## config.mk

```make
export PLATFORM = sky130hd
export DESIGN_NAME = down_counter_timer
export DESIGN_NICKNAME = d
export VERILOG_FILES = /design/src/rtl/down_counter_timer_pkg.sv /design/src/rtl/down_counter_timer_prescaler_tick.sv /design/src/rtl/down_counter_timer.sv
export SDC_FILE = /design/constraint.sdc
export NUM_CORES = 1
export LEC_CHECK = 0
export ABC_AREA = 1
export CORE_UTILIZATION = 45
export DETAILED_ROUTE_END_ITERATION = 10
export PLACE_DENSITY = 0.78
export SYNTH_ARGS = -nofsm -noshare
export SYNTH_HDL_FRONTEND = slang
export SYNTH_SLANG_ARGS = --single-unit
```

## constraint.sdc

```tcl
create_clock -name clock -period 1.7 [get_ports clock]
set_input_delay 0.425 -clock clock [delete_from_list [all_inputs] [get_ports clock]]
set_output_delay 0.425 -clock clock [all_outputs]
set_load 0.01 [all_outputs]
```

## src/rtl/down_counter_timer_pkg.sv

```systemverilog
// Shared definitions for the countdown timer: state encoding and reset values.
package down_counter_timer_pkg;

   // Two-state controller: IDLE holds everything, RUN lets the prescaler drive the count.
   typedef enum logic {
      ST_IDLE = 1'b0,
      ST_RUN  = 1'b1
   } state_t;

   // Reset values for the single-bit registered controls.
   localparam state_t RST_STATE    = ST_IDLE;
   localparam logic   RST_TC_PULSE = 1'b0;

   // Next controller state after a load: a zero start value has nothing to count.
   function automatic state_t load_state(input logic nonzero);
      return nonzero ? ST_RUN : ST_IDLE;
   endfunction

endpackage

```

## src/rtl/down_counter_timer_prescaler_tick.sv

```systemverilog
// Programmable prescaler: produces a tick once every prescale+1 cycles in which
// run is high. Pausing run freezes the count so the tick phase is preserved.
module prescaler_tick #(
   parameter int PRESCALE_W = 8
) (
   input  logic                  clock,
   input  logic                  reset,
   input  logic                  clear,
   input  logic                  run,
   input  logic [PRESCALE_W-1:0] prescale,
   output logic                  tick
);

   logic [PRESCALE_W-1:0] count;

   // Greater-or-equal rather than equality so that shrinking prescale below the
   // current count fires on the next run cycle instead of wrapping around.
   assign tick = run && (count >= prescale);

   // Count run cycles; restart on tick or on an external clear (timer load).
   always_ff @(posedge clock or negedge reset) begin
      // NOTE: registered state uses non-blocking assignments so every flop samples
      // the values from before the edge, independent of statement order.
      if (!reset) begin
         count <= '0;
      end else if (clear || tick) begin
         count <= '0;
      end else if (run) begin
         count <= count + 1'b1;
      end
   end

endmodule

```

## src/rtl/down_counter_timer.sv

```systemverilog
// Loadable countdown timer with prescaled tick, one-cycle terminal-count pulse
// and optional automatic reload for periodic operation.
module down_counter_timer #(
   parameter int WIDTH      = 4,
   parameter int PRESCALE_W = 8
) (
   input  logic                  clock,
   input  logic                  reset,
   input  logic                  load,
   input  logic [WIDTH-1:0]      load_value,
   input  logic                  enable,
   input  logic                  auto_reload,
   input  logic [PRESCALE_W-1:0] prescale,
   output logic [WIDTH-1:0]      counter_out,
   output logic                  zero,
   output logic                  tc_pulse,
   output logic                  busy
);

   import down_counter_timer_pkg::*;

   localparam logic [WIDTH-1:0] COUNT_ONE = WIDTH'(1);

   state_t           state;
   logic [WIDTH-1:0] reload_reg;
   logic             run;
   logic             tick;

   // The prescaler only advances while running and not paused.
   assign run = (state == ST_RUN) && enable;

   prescaler_tick #(
      .PRESCALE_W (PRESCALE_W)
   ) u_prescaler (
      .clock    (clock),
      .reset    (reset),
      .clear    (load),
      .run      (run),
      .prescale (prescale),
      .tick     (tick)
   );

   // Count state and terminal handling; load overrides any coincident tick.
   always_ff @(posedge clock or negedge reset) begin
      if (!reset) begin
         state       <= RST_STATE;
         counter_out <= '0;
         reload_reg  <= '0;
         tc_pulse    <= RST_TC_PULSE;
      end else if (load) begin
         counter_out <= load_value;
         reload_reg  <= load_value;
         tc_pulse    <= 1'b0;
         state       <= load_state(load_value != '0);
      end else begin
         tc_pulse <= 1'b0;
         if (tick) begin
            // In RUN the count is never zero, so one is the only terminal value.
            if (counter_out != COUNT_ONE) begin
               counter_out <= counter_out - COUNT_ONE;
            end else begin
               tc_pulse <= 1'b1;
               if (auto_reload) begin
                  counter_out <= reload_reg;
               end else begin
                  counter_out <= '0;
                  state       <= ST_IDLE;
               end
            end
         end
      end
   end

   // Status decodes: busy comes straight from the state flop, zero is combinational.
   assign busy = (state == ST_RUN);
   assign zero = (counter_out == '0);

endmodule

```

==> metrics, run 1 <==
Max-slew headroom 76.3%; reg-to-reg endpoint counter_out[0]$_DFFE_PN0P_; area delta synth->final 39.5%; # nets final 232; area post-placement 0.00163 mm²; Peak Freq 606 MHz; r2r worst-path depth 11; H-tree depth 1; Detail Placement HPWL 2240 µm; crit-path max cell delay 0.54 ns; wire per inst 12.4 µm; core area 0.00259 mm²; CTS tree done; pwr dens 634 mW/mm²; reg2reg start u_prescaler.count[2]$_DFFE_PN0P_; minimum clock period 1.65 ns; Num CTS Buffers 3; YS warnings 0; synthesized cell area 0.00128 mm²; Post-Route Skew 0.0139 ns; worst path cell trace clkdlybuf4s50_1; Residual DRC 0; diodes inserted 0; first-pass GRT wire length 5060 µm; worst min-delay path class input port to async pin; crit path DAT 1.22 ns; Post-synth EDFFs 0; Yosys cell types 30; WS Path Type flop to output port; share of synthesized registers carrying an async set or reset 100%; Syn Inst Count 164; Clock Latency Late Sink 0.30 ns; Worst setup SP type flop; die area 0.00307 mm²; FF+latch area 450 µm²; vias per std cell 4.96; post-synth net total 193; vias in the first global route 1,147; Filler cells 212; main flop type after synthesis dfrtp_1; chip width 55.4 µm; crit path max fanout 3; I/O Buffers 23; status completed; vias after detailed routing 1,151; Cells after DPL 226; R2R Setup Slk 0.11 ns; Crit path buffers/inverters 1; number of flip-flops in the largest register 8; register area share after synthesis 35.1%; Leak Pwr 0.896 nW; Final setup viols 0; io pins 24; clk slew on worst S/H paths 0.11 ns; peak supply drop 0.528 mV; hold buffer count at CTS 0; CP endpoint kind output port; Iter 0 DRT Violations 14; initial antenna violation count 0; CTS sink count 18; # Max-Cap Violations 0; final antenna-violating net count 0; Total GRT Usage 20.6%; Critical Path Slowest Stage Cell clkdlybuf4s50_1; layout cells sized above 1 25.7%; RD Place Congestion 0.837; Final period util 97.0%; Initial Utilization 49.5%; DR pass1 iterations 4; Top delay family on crit path buffers and inverters; std cell rows 18; final instance area 0.00179 mm²; Worst Path Required 1.27 ns; multi-input logic area 836 µm²; largest net degree at the start of global routing 19; RSZ-0062 raised after global routing false; Chip Height 55.4 µm; Mean Syn Cell Area 7.82 µm²; Fin. Hold Viols 0; routed wire length 2870 µm; max-slew violations 0; synthesized flop and latch total 18; gr ovfl total 0; Finished Layout Cells 232; Root Driver clkbuf_4; actual slew at the worst max-slew pin 0.351 ns; maximum root-to-sink buffer count 2
cells in the final DEF, fill, tap and decap left out, drive strengths merged:
cell,n
nand2,52
inv,28
nor2,19
dfrtp,18
buf,13
clkdlybuf4s50,12
ha,12
dlygate4sd2,10
nand3,10
o21ai,6
nand4,5
clkbuf,4
xnor2,3
a21oi,3
a21o,1
nor3,1
o211ai,1
a31oi,1
o41ai,1
o22ai,1
xor2,1
where the power goes:
group          internal [mW]  total, mW  switching (mW)  leakage (nW)
sequential             0.460      0.484          0.0242         0.234
combinational          0.184      0.385           0.201         0.641
clock                  0.130      0.266           0.135        0.0210
metrics by stage:
stage | setup TNS (ns) | hold WS, ns | util (%) | power, mW | setup slack (ns)
2_1_floorplan | 0 | 0.129 | - | 0.682 | 0.140
3_3_place_gp | -4.63 | 0.458 | 62.9 | 0.863 | -0.380
3_5_place_dp | -5.57 | 0.469 | 62.9 | 0.878 | -0.478
4_1_cts | 0 | 0.461 | 69.0 | 1.14 | 0.0450
5_1_grt | 0 | 0.467 | 69.1 | 1.20 | 0.00682
6_report | 0 | 0.444 | 69.1 | 1.13 | 0.0507
worst max path at each step:
stage | startpoint | end | slack, ns | cells after the start
finish | busy$_DFFE_PN0P_ | busy | 0.05 | 1
global route | prescale[0] | counter_out[2]$_DFFE_PN0P_ | 0.007 | 13
CTS | counter_out[3]$_DFFE_PN0P_ | counter_out[3] | 0.04 | 1
detailed placement | prescale[5] | counter_out[0]$_DFFE_PN0P_ | -0.48 | 11
global placement | prescale[7] | counter_out[3]$_DFFE_PN0P_ | -0.38 | 10
floorplan | prescale[7] | counter_out[2]$_DFFE_PN0P_ | 0.14 | 9
kinds of logic after synthesis:
kind of cell / share of synthesized area (%)
buffers and inverters: 9.85
DFF: 35.1
and+or+nand+nor: 34.2
AOI/OAI and AO/OA: 6.34
xor gates and xnor gates: 2.73
adders and majority gates: 11.7
timing repair:
| item | CTS | global route |
|---|---|---|
| pin swaps | 17 | 1 |
| gates resized for setup | 36 | 1 |
| gates cloned | 1 | 0 |
| endpoints found under the setup margin | 18 | 3 |
| setup buffers | 1 | 0 |
cells in the mapped netlist (2+ instances only):
cell,number,area share (%)
a21oi_1,3,1.2
dfrtp_1,18,35
ha_1,12,12
inv_1,26,7.6
nand2_1,46,13
nand2_2,2,0.98
nand2_4,2,1.8
nand3_1,8,3.1
nand4_1,4,2.0
nor2_1,13,3.8
nor2_2,3,1.5
nor2_4,3,2.6
o21ai_0,5,2.0
xnor2_1,3,2.0
area by class of cell:
type	instances	area share (%)
multi-input cells	117	46.7
flip-flops and latches	18	25.2
repair buffers	35	17.8
inverters	28	6.15
well taps	30	2.10
clock buffers	4	2.03
routing by layer:
metal | track usage (%) | wire (µm) | part of all wire (%) | up-vias
met5 | 0 | 0 | 0 | -
met4 | 4.29 | 20 | 0.70 | 0
met3 | 2.58 | 91 | 3.2 | 4
met2 | 37.9 | 1510 | 53 | 26
met1 | 25.5 | 1240 | 43 | 526
li1 | - | - | - | 595
(Power assumes the default switching activity.)
==> run 2, diff against run 1 <==
CORE_UTILIZATION = 46   (was 45)
PLACE_DENSITY = 0.83   (was 0.78)
clock period = 1.5 ns   (was 1.7 ns; I/O delays follow)
==> metrics, run 2 (synthesis gave the netlist of run 1 again) <==
Max-slew headroom 79.8% (+3.5 points); Worst setup SP type flop; Comb power frac 38.7% (+4.8 points); Cells after DPL 235 (+4.0%); # Max-Cap Violations 0 (unchanged); violated checks negative setup slack; I/O Buffers 23 (unchanged); crit path max fanout 2 (-1); Final period util 106%; vias in the first global route 1,231 (+7.3%); layout cells sized above 1 40.9% (+15 points); Clock Latency Late Sink 0.30 ns (about the same); CP endpoint kind flop; diodes inserted 0 (unchanged); CTS sink count 18 (unchanged); Iter 0 DRT Violations 30 (+16); Initial Utilization 50.4% (+0.88 points); Root Driver clkbuf_4; Num CTS Buffers 3 (unchanged); WS Path Type flop to flop; worst path cell trace ha_4 -> nand2_4 -> nor2_4 -> nand4_4 -> nand3_4 -> buf_6 -> nand3_2 -> nand2_1 -> nand2_1; Sw Ratio 32.9% (+1.2 points); H-tree depth 1 (unchanged); RD Place Congestion 0.856 (+2.3%); chip width 54.8 µm (-1.1%); vias after detailed routing 1,273 (+11%); final antenna-violating net count 0 (unchanged); Peak Freq 630 MHz; most frequent cells in the layout nand2_1 (38), buf_4 (22), dfrtp_1 (18), inv_1 (15), inv_2 (12); Detail Placement HPWL 2370 µm (+6.0%); vias per std cell 5.20 (+4.7%); io pins 24 (unchanged); gr ovfl total 0 (unchanged); Finished Layout Cells 245 (+5.6%); CTS tree done; Residual DRC 0 (unchanged); std cell rows 18 (unchanged); wire per inst 13.5 µm (+9.1%); Top delay family on crit path simple AND/OR/NAND/NOR gates; Final Power 1.39 mW (+22%); pre-CTS setup slack -0.595 ns (-0.117 ns); Crit path buffers/inverters 1 (unchanged); peak supply drop 0.612 mV (+16%); Filler cells 171 (-19%); actual slew at the worst max-slew pin 0.299 ns (-0.0511 ns); Fin. Hold Viols 0 (unchanged); most common cell after layout, fill and taps aside nand2_1; Total GRT Usage 23.7% (+3.1 points); final instance area 0.00197 mm² (+9.9%); RSZ-0062 raised after global routing true; # nets final 245 (+5.6%); Worst Path Required 1.69 ns (+0.42 ns); area post-placement 0.00170 mm² (+4.4%); number of flip-flops in the largest register 8 (unchanged); status finished, violations left; clk slew on worst S/H paths 0.10 ns (about the same); maximum root-to-sink buffer count 2 (unchanged); final core occ 77.3% (+8.2 points); Fin Hold WS 0.393 ns (-0.0515 ns); TNS Setup -0.672 ns (-0.672 ns); Leak Pwr 0.977 nW (+9.0%); Critical Path Slowest Stage Cell dfrtp_1; CP most frequent cell nand2_1; Clk pwr share 22.0% (-1.4 points); die area 0.00300 mm² (-2.1%); core area 0.00254 mm² (-1.7%); first-pass GRT wire length 4990 µm (-1.5%); DR pass1 iterations 4 (unchanged); Post-Route Skew 0.00309 ns (-0.0108 ns); max-slew violations 0 (unchanged); crit path DAT 1.78 ns (+0.56 ns); area delta synth->final 53.4%; minimum clock period 1.59 ns; Seq pwr share 39.4% (-3.3 points); crit-path max cell delay 0.43 ns (-0.11 ns); Internal 0.931 mW (+20%); pwr dens 706 mW/mm² (+11%); Final setup viols 14 (+14); setup ws final -0.0874 ns (-0.138 ns); worst min-delay path class input port to async pin; initial antenna violation count 0 (unchanged); Chip Height 54.8 µm (-1.1%); routed wire length 3300 µm (+15%); Net Switching 0.457 mW (+27%); largest net degree at the start of global routing 19 (unchanged)
-- run 2: cell count changes in the layout (fill, tap and decap cells not counted), sizes merged --
cell	before	now
buf	13	26
clkdlybuf4s15	0	3
clkdlybuf4s50	12	8
dlymetal6s2s	0	1
clkbuf	4	5
dlygate4sd2	10	9
-- run 2: worst paths after layout --
kind	endpoint	cells after the start	from	slack [ns]
max	busy$_DFFE_PN0P_	9	u_prescaler.count[7]$_DFFE_PN0P_	-0.09
min	counter_out[3]$_DFFE_PN0P_	2	reset	0.39
max reg2reg	busy$_DFFE_PN0P_	9	u_prescaler.count[7]$_DFFE_PN0P_	-0.09
min reg2reg	reload_reg[2]$_DFFE_PN0P_	2	reload_reg[2]$_DFFE_PN0P_	0.50
max in group asynchronous	u_prescaler.count[7]$_DFFE_PN0P_	2	reset	0.91
min in group clock	reload_reg[2]$_DFFE_PN0P_	2	reload_reg[2]$_DFFE_PN0P_	0.50
-- run 2: cell type report --
cell class                 instances  area [µm²]  share of cell area (%)
sequential                        18         450                    22.9
inverter                          28         110                    5.60
tap                               30        37.5                    1.91
multi-input combinational        117         913                    46.4
timing repair buffer              48         419                    21.3
clock buffer                       4        36.3                    1.84
-- run 2: timing repair --
item	in CTS	in global routing
setup endpoints to repair	21	18
buffers inserted	1	4
pin swaps	21	18
resized for setup	53	20
gates cloned	1	0
hold buffers	0	0
-- run 2: power by group through the flow --
stage / clock (mW) / sequential [mW] / combinational (mW)
6_report: 0.305 / 0.546 / 0.537
5_1_grt: 0.328 / 0.550 / 0.586
4_1_cts: 0.307 / 0.544 / 0.487
3_5_place_dp: 0 / 0.550 / 0.470
3_3_place_gp: 0 / 0.551 / 0.450
2_1_floorplan: 0 / 0.567 / 0.207
-- run 2: worst reg2reg max path, delay by kind of cell, from the launching register on --
family                   cells  cell delay (ns)
flip-flops                   1             0.43
buffers and inverters        1             0.11
AND/OR/NAND/NOR              7             0.66
adder cells (fa/ha/maj)      1             0.30
-- run 2: metal layers --
layer	global-route usage (%)	part of all wire, %	up-vias
li1	-	-	626
met1	23.8	38	601
met2	47.4	57	40
met3	3.33	3.7	6
met4	8.97	1.5	0
met5	0	0	-
==> run 3, diff against run 2 <==
SKIP_LAST_GASP = 1   (was unset)
==> metrics, run 3 (synthesis gave the netlist of run 1 again) <==
setup ws final -0.0872 ns (+0.000240 ns); reg2reg start u_prescaler.count[7]$_DFFE_PN0P_; area delta synth->final 52.0%; CP most frequent cell nand2_1; Root Driver clkbuf_4; initial antenna violation count 0 (unchanged); reg-to-reg endpoint busy$_DFFE_PN0P_; max-slew violations 0 (unchanged); most frequent cells in the layout nand2_1 (38), buf_4 (22), dfrtp_1 (18), inv_1 (17), inv_2 (10); maximum root-to-sink buffer count 2 (unchanged); WS Path Type flop to flop; gr ovfl total 0 (unchanged); pwr dens 698 mW/mm² (-1.1%); worst min-delay path class input port to async pin; die area 0.00300 mm² (unchanged); final antenna-violating net count 0 (unchanged); io pins 24 (unchanged); Peak Freq 630 MHz (about the same); number of flip-flops in the largest register 8 (unchanged); Leak Pwr 0.976 nW (about the same); Final period util 106% (about the same); most common cell after layout, fill and taps aside nand2_1; actual slew at the worst max-slew pin 0.279 ns (-0.0207 ns); Residual DRC 0 (unchanged); Worst Setup SP u_prescaler.count[7]$_DFFE_PN0P_; Clock Latency Late Sink 0.30 ns (about the same); diodes inserted 0 (unchanged); R2R Setup Slk -0.09 ns (about the same); crit path max fanout 2 (unchanged); CTS tree done; r2r worst-path depth 9 (unchanged); CTS sink count 18 (unchanged); violated checks negative setup slack; final core occ 76.6% (-0.69 points); I/O Buffers 23 (unchanged); Cells after DPL 235 (unchanged); minimum clock period 1.59 ns (-0.000240 ns); crit-path max cell delay 0.43 ns (about the same); # nets final 244 (-0.41%); worst path cell trace ha_4 -> nand2_4 -> nor2_4 -> nand4_4 -> nand3_4 -> buf_6 -> nand3_2 -> nand2_1 -> nand2_1; Filler cells 175 (+2.3%); Detail Placement HPWL 2370 µm (unchanged); Chip Height 54.8 µm (unchanged); Top delay family on crit path simple AND/OR/NAND/NOR gates; RD Place Congestion 0.856 (unchanged); Post-Route Skew 0.00190 ns (-0.00119 ns); Worst setup SP type flop; Final Power 1.36 mW (-2.0%); Max-slew headroom 81.2% (+1.4 points); Critical Path Slowest Stage Cell dfrtp_1; # Max-Cap Violations 0 (unchanged); Total GRT Usage 23.7% (unchanged); core area 0.00254 mm² (unchanged); largest net degree at the start of global routing 19 (unchanged); chip width 54.8 µm (unchanged); wire per inst 13.3 µm (-1.7%); clk slew on worst S/H paths 0.10 ns (about the same); peak supply drop 0.630 mV (+2.9%); routed wire length 3230 µm (-2.1%); status finished, violations left; first-pass GRT wire length 4990 µm (unchanged); Iter 0 DRT Violations 28 (-6.7%); Crit path buffers/inverters 1 (unchanged); Fin. Hold Viols 0 (unchanged); CP endpoint kind flop; Final setup viols 14 (unchanged); H-tree depth 1 (unchanged); vias after detailed routing 1,274 (+0.079%); crit path DAT 1.78 ns (about the same); layout cells sized above 1 38.3% (-2.6 points); vias in the first global route 1,231 (unchanged); vias per std cell 5.22 (+0.49%); DR pass1 iterations 4 (unchanged); RSZ-0062 raised after global routing true; Initial Utilization 50.4% (unchanged); Num CTS Buffers 3 (unchanged); Worst Path Required 1.69 ns (about the same); std cell rows 18 (unchanged); Finished Layout Cells 244 (-0.41%)
run 3: final cells by class:
| class | count | area [µm²] | share of cell area (%) |
|---|---|---|---|
| multi-input cells | 117 | 902 | 46.3 |
| flip-flops and latches | 18 | 450 | 23.1 |
| repair buffers | 47 | 413 | 21.2 |
| inverters | 28 | 110 | 5.65 |
| well taps | 30 | 37.5 | 1.93 |
| clock buffers | 4 | 36.3 | 1.86 |
run 3: layer usage:
metal / vias up / share of wire, % / track usage [%]
met5: - / 0 / 0
met4: 0 / 1.8 / 8.97
met3: 8 / 3.7 / 3.33
met2: 36 / 56 / 47.4
met1: 608 / 39 / 23.8
li1: 622 / - / -
run 3: timing repair:
item,in CTS,in global routing
setup buffers,1,3
resized for setup,51,16
endpoints found under the setup margin,21,17
endpoints found under the hold margin,0,0
cloned,1,0
pin swaps,21,16
hold buffers,0,0
run 3: worst max path at each step:
| stage | endpoint | slack (ns) | cells after the start |
|---|---|---|---|
| finish | busy$_DFFE_PN0P_ | -0.09 | 9 |
| global route | busy$_DFFE_PN0P_ | -0.16 | 9 |
| CTS | zero | -0.18 | 5 |
| detailed placement | counter_out[1]$_DFFE_PN0P_ | -0.60 | 11 |
| global placement | counter_out[1]$_DFFE_PN0P_ | -0.52 | 10 |
| floorplan | counter_out[2]$_DFFE_PN0P_ | 0.001 | 9 |
run 3: stage by stage:
stage / setup slack (ns) / area, µm² / TNS (ns) / hold WS, ns
after floorplan: 0.000956 / 1290 / 0 / 0.0794
after global placement: -0.525 / 1700 / -6.69 / 0.457
after detailed placement: -0.595 / 1700 / -7.51 / 0.466
after CTS: -0.178 / 1900 / -0.557 / 0.394
after global routing: -0.164 / 1950 / -1.82 / 0.425
final: -0.0872 / 1950 / -0.736 / 0.392
run 3: power by group:
part | internal [mW] | total, mW | switching [mW]
logic | 0.245 | 0.510 | 0.265
registers | 0.521 | 0.545 | 0.0239
clock network | 0.148 | 0.305 | 0.157
total | 0.914 | 1.36 | 0.446
run 3: worst reg2reg max path, cell delays in order, from the launching register on:
cell     delay (ns)
dfrtp_1        0.43
ha_4           0.30
nand2_4        0.06
nor2_4         0.16
nand4_4        0.12
nand3_4        0.14
buf_6          0.11
nand3_2        0.05
nand2_1        0.08
nand2_1        0.05
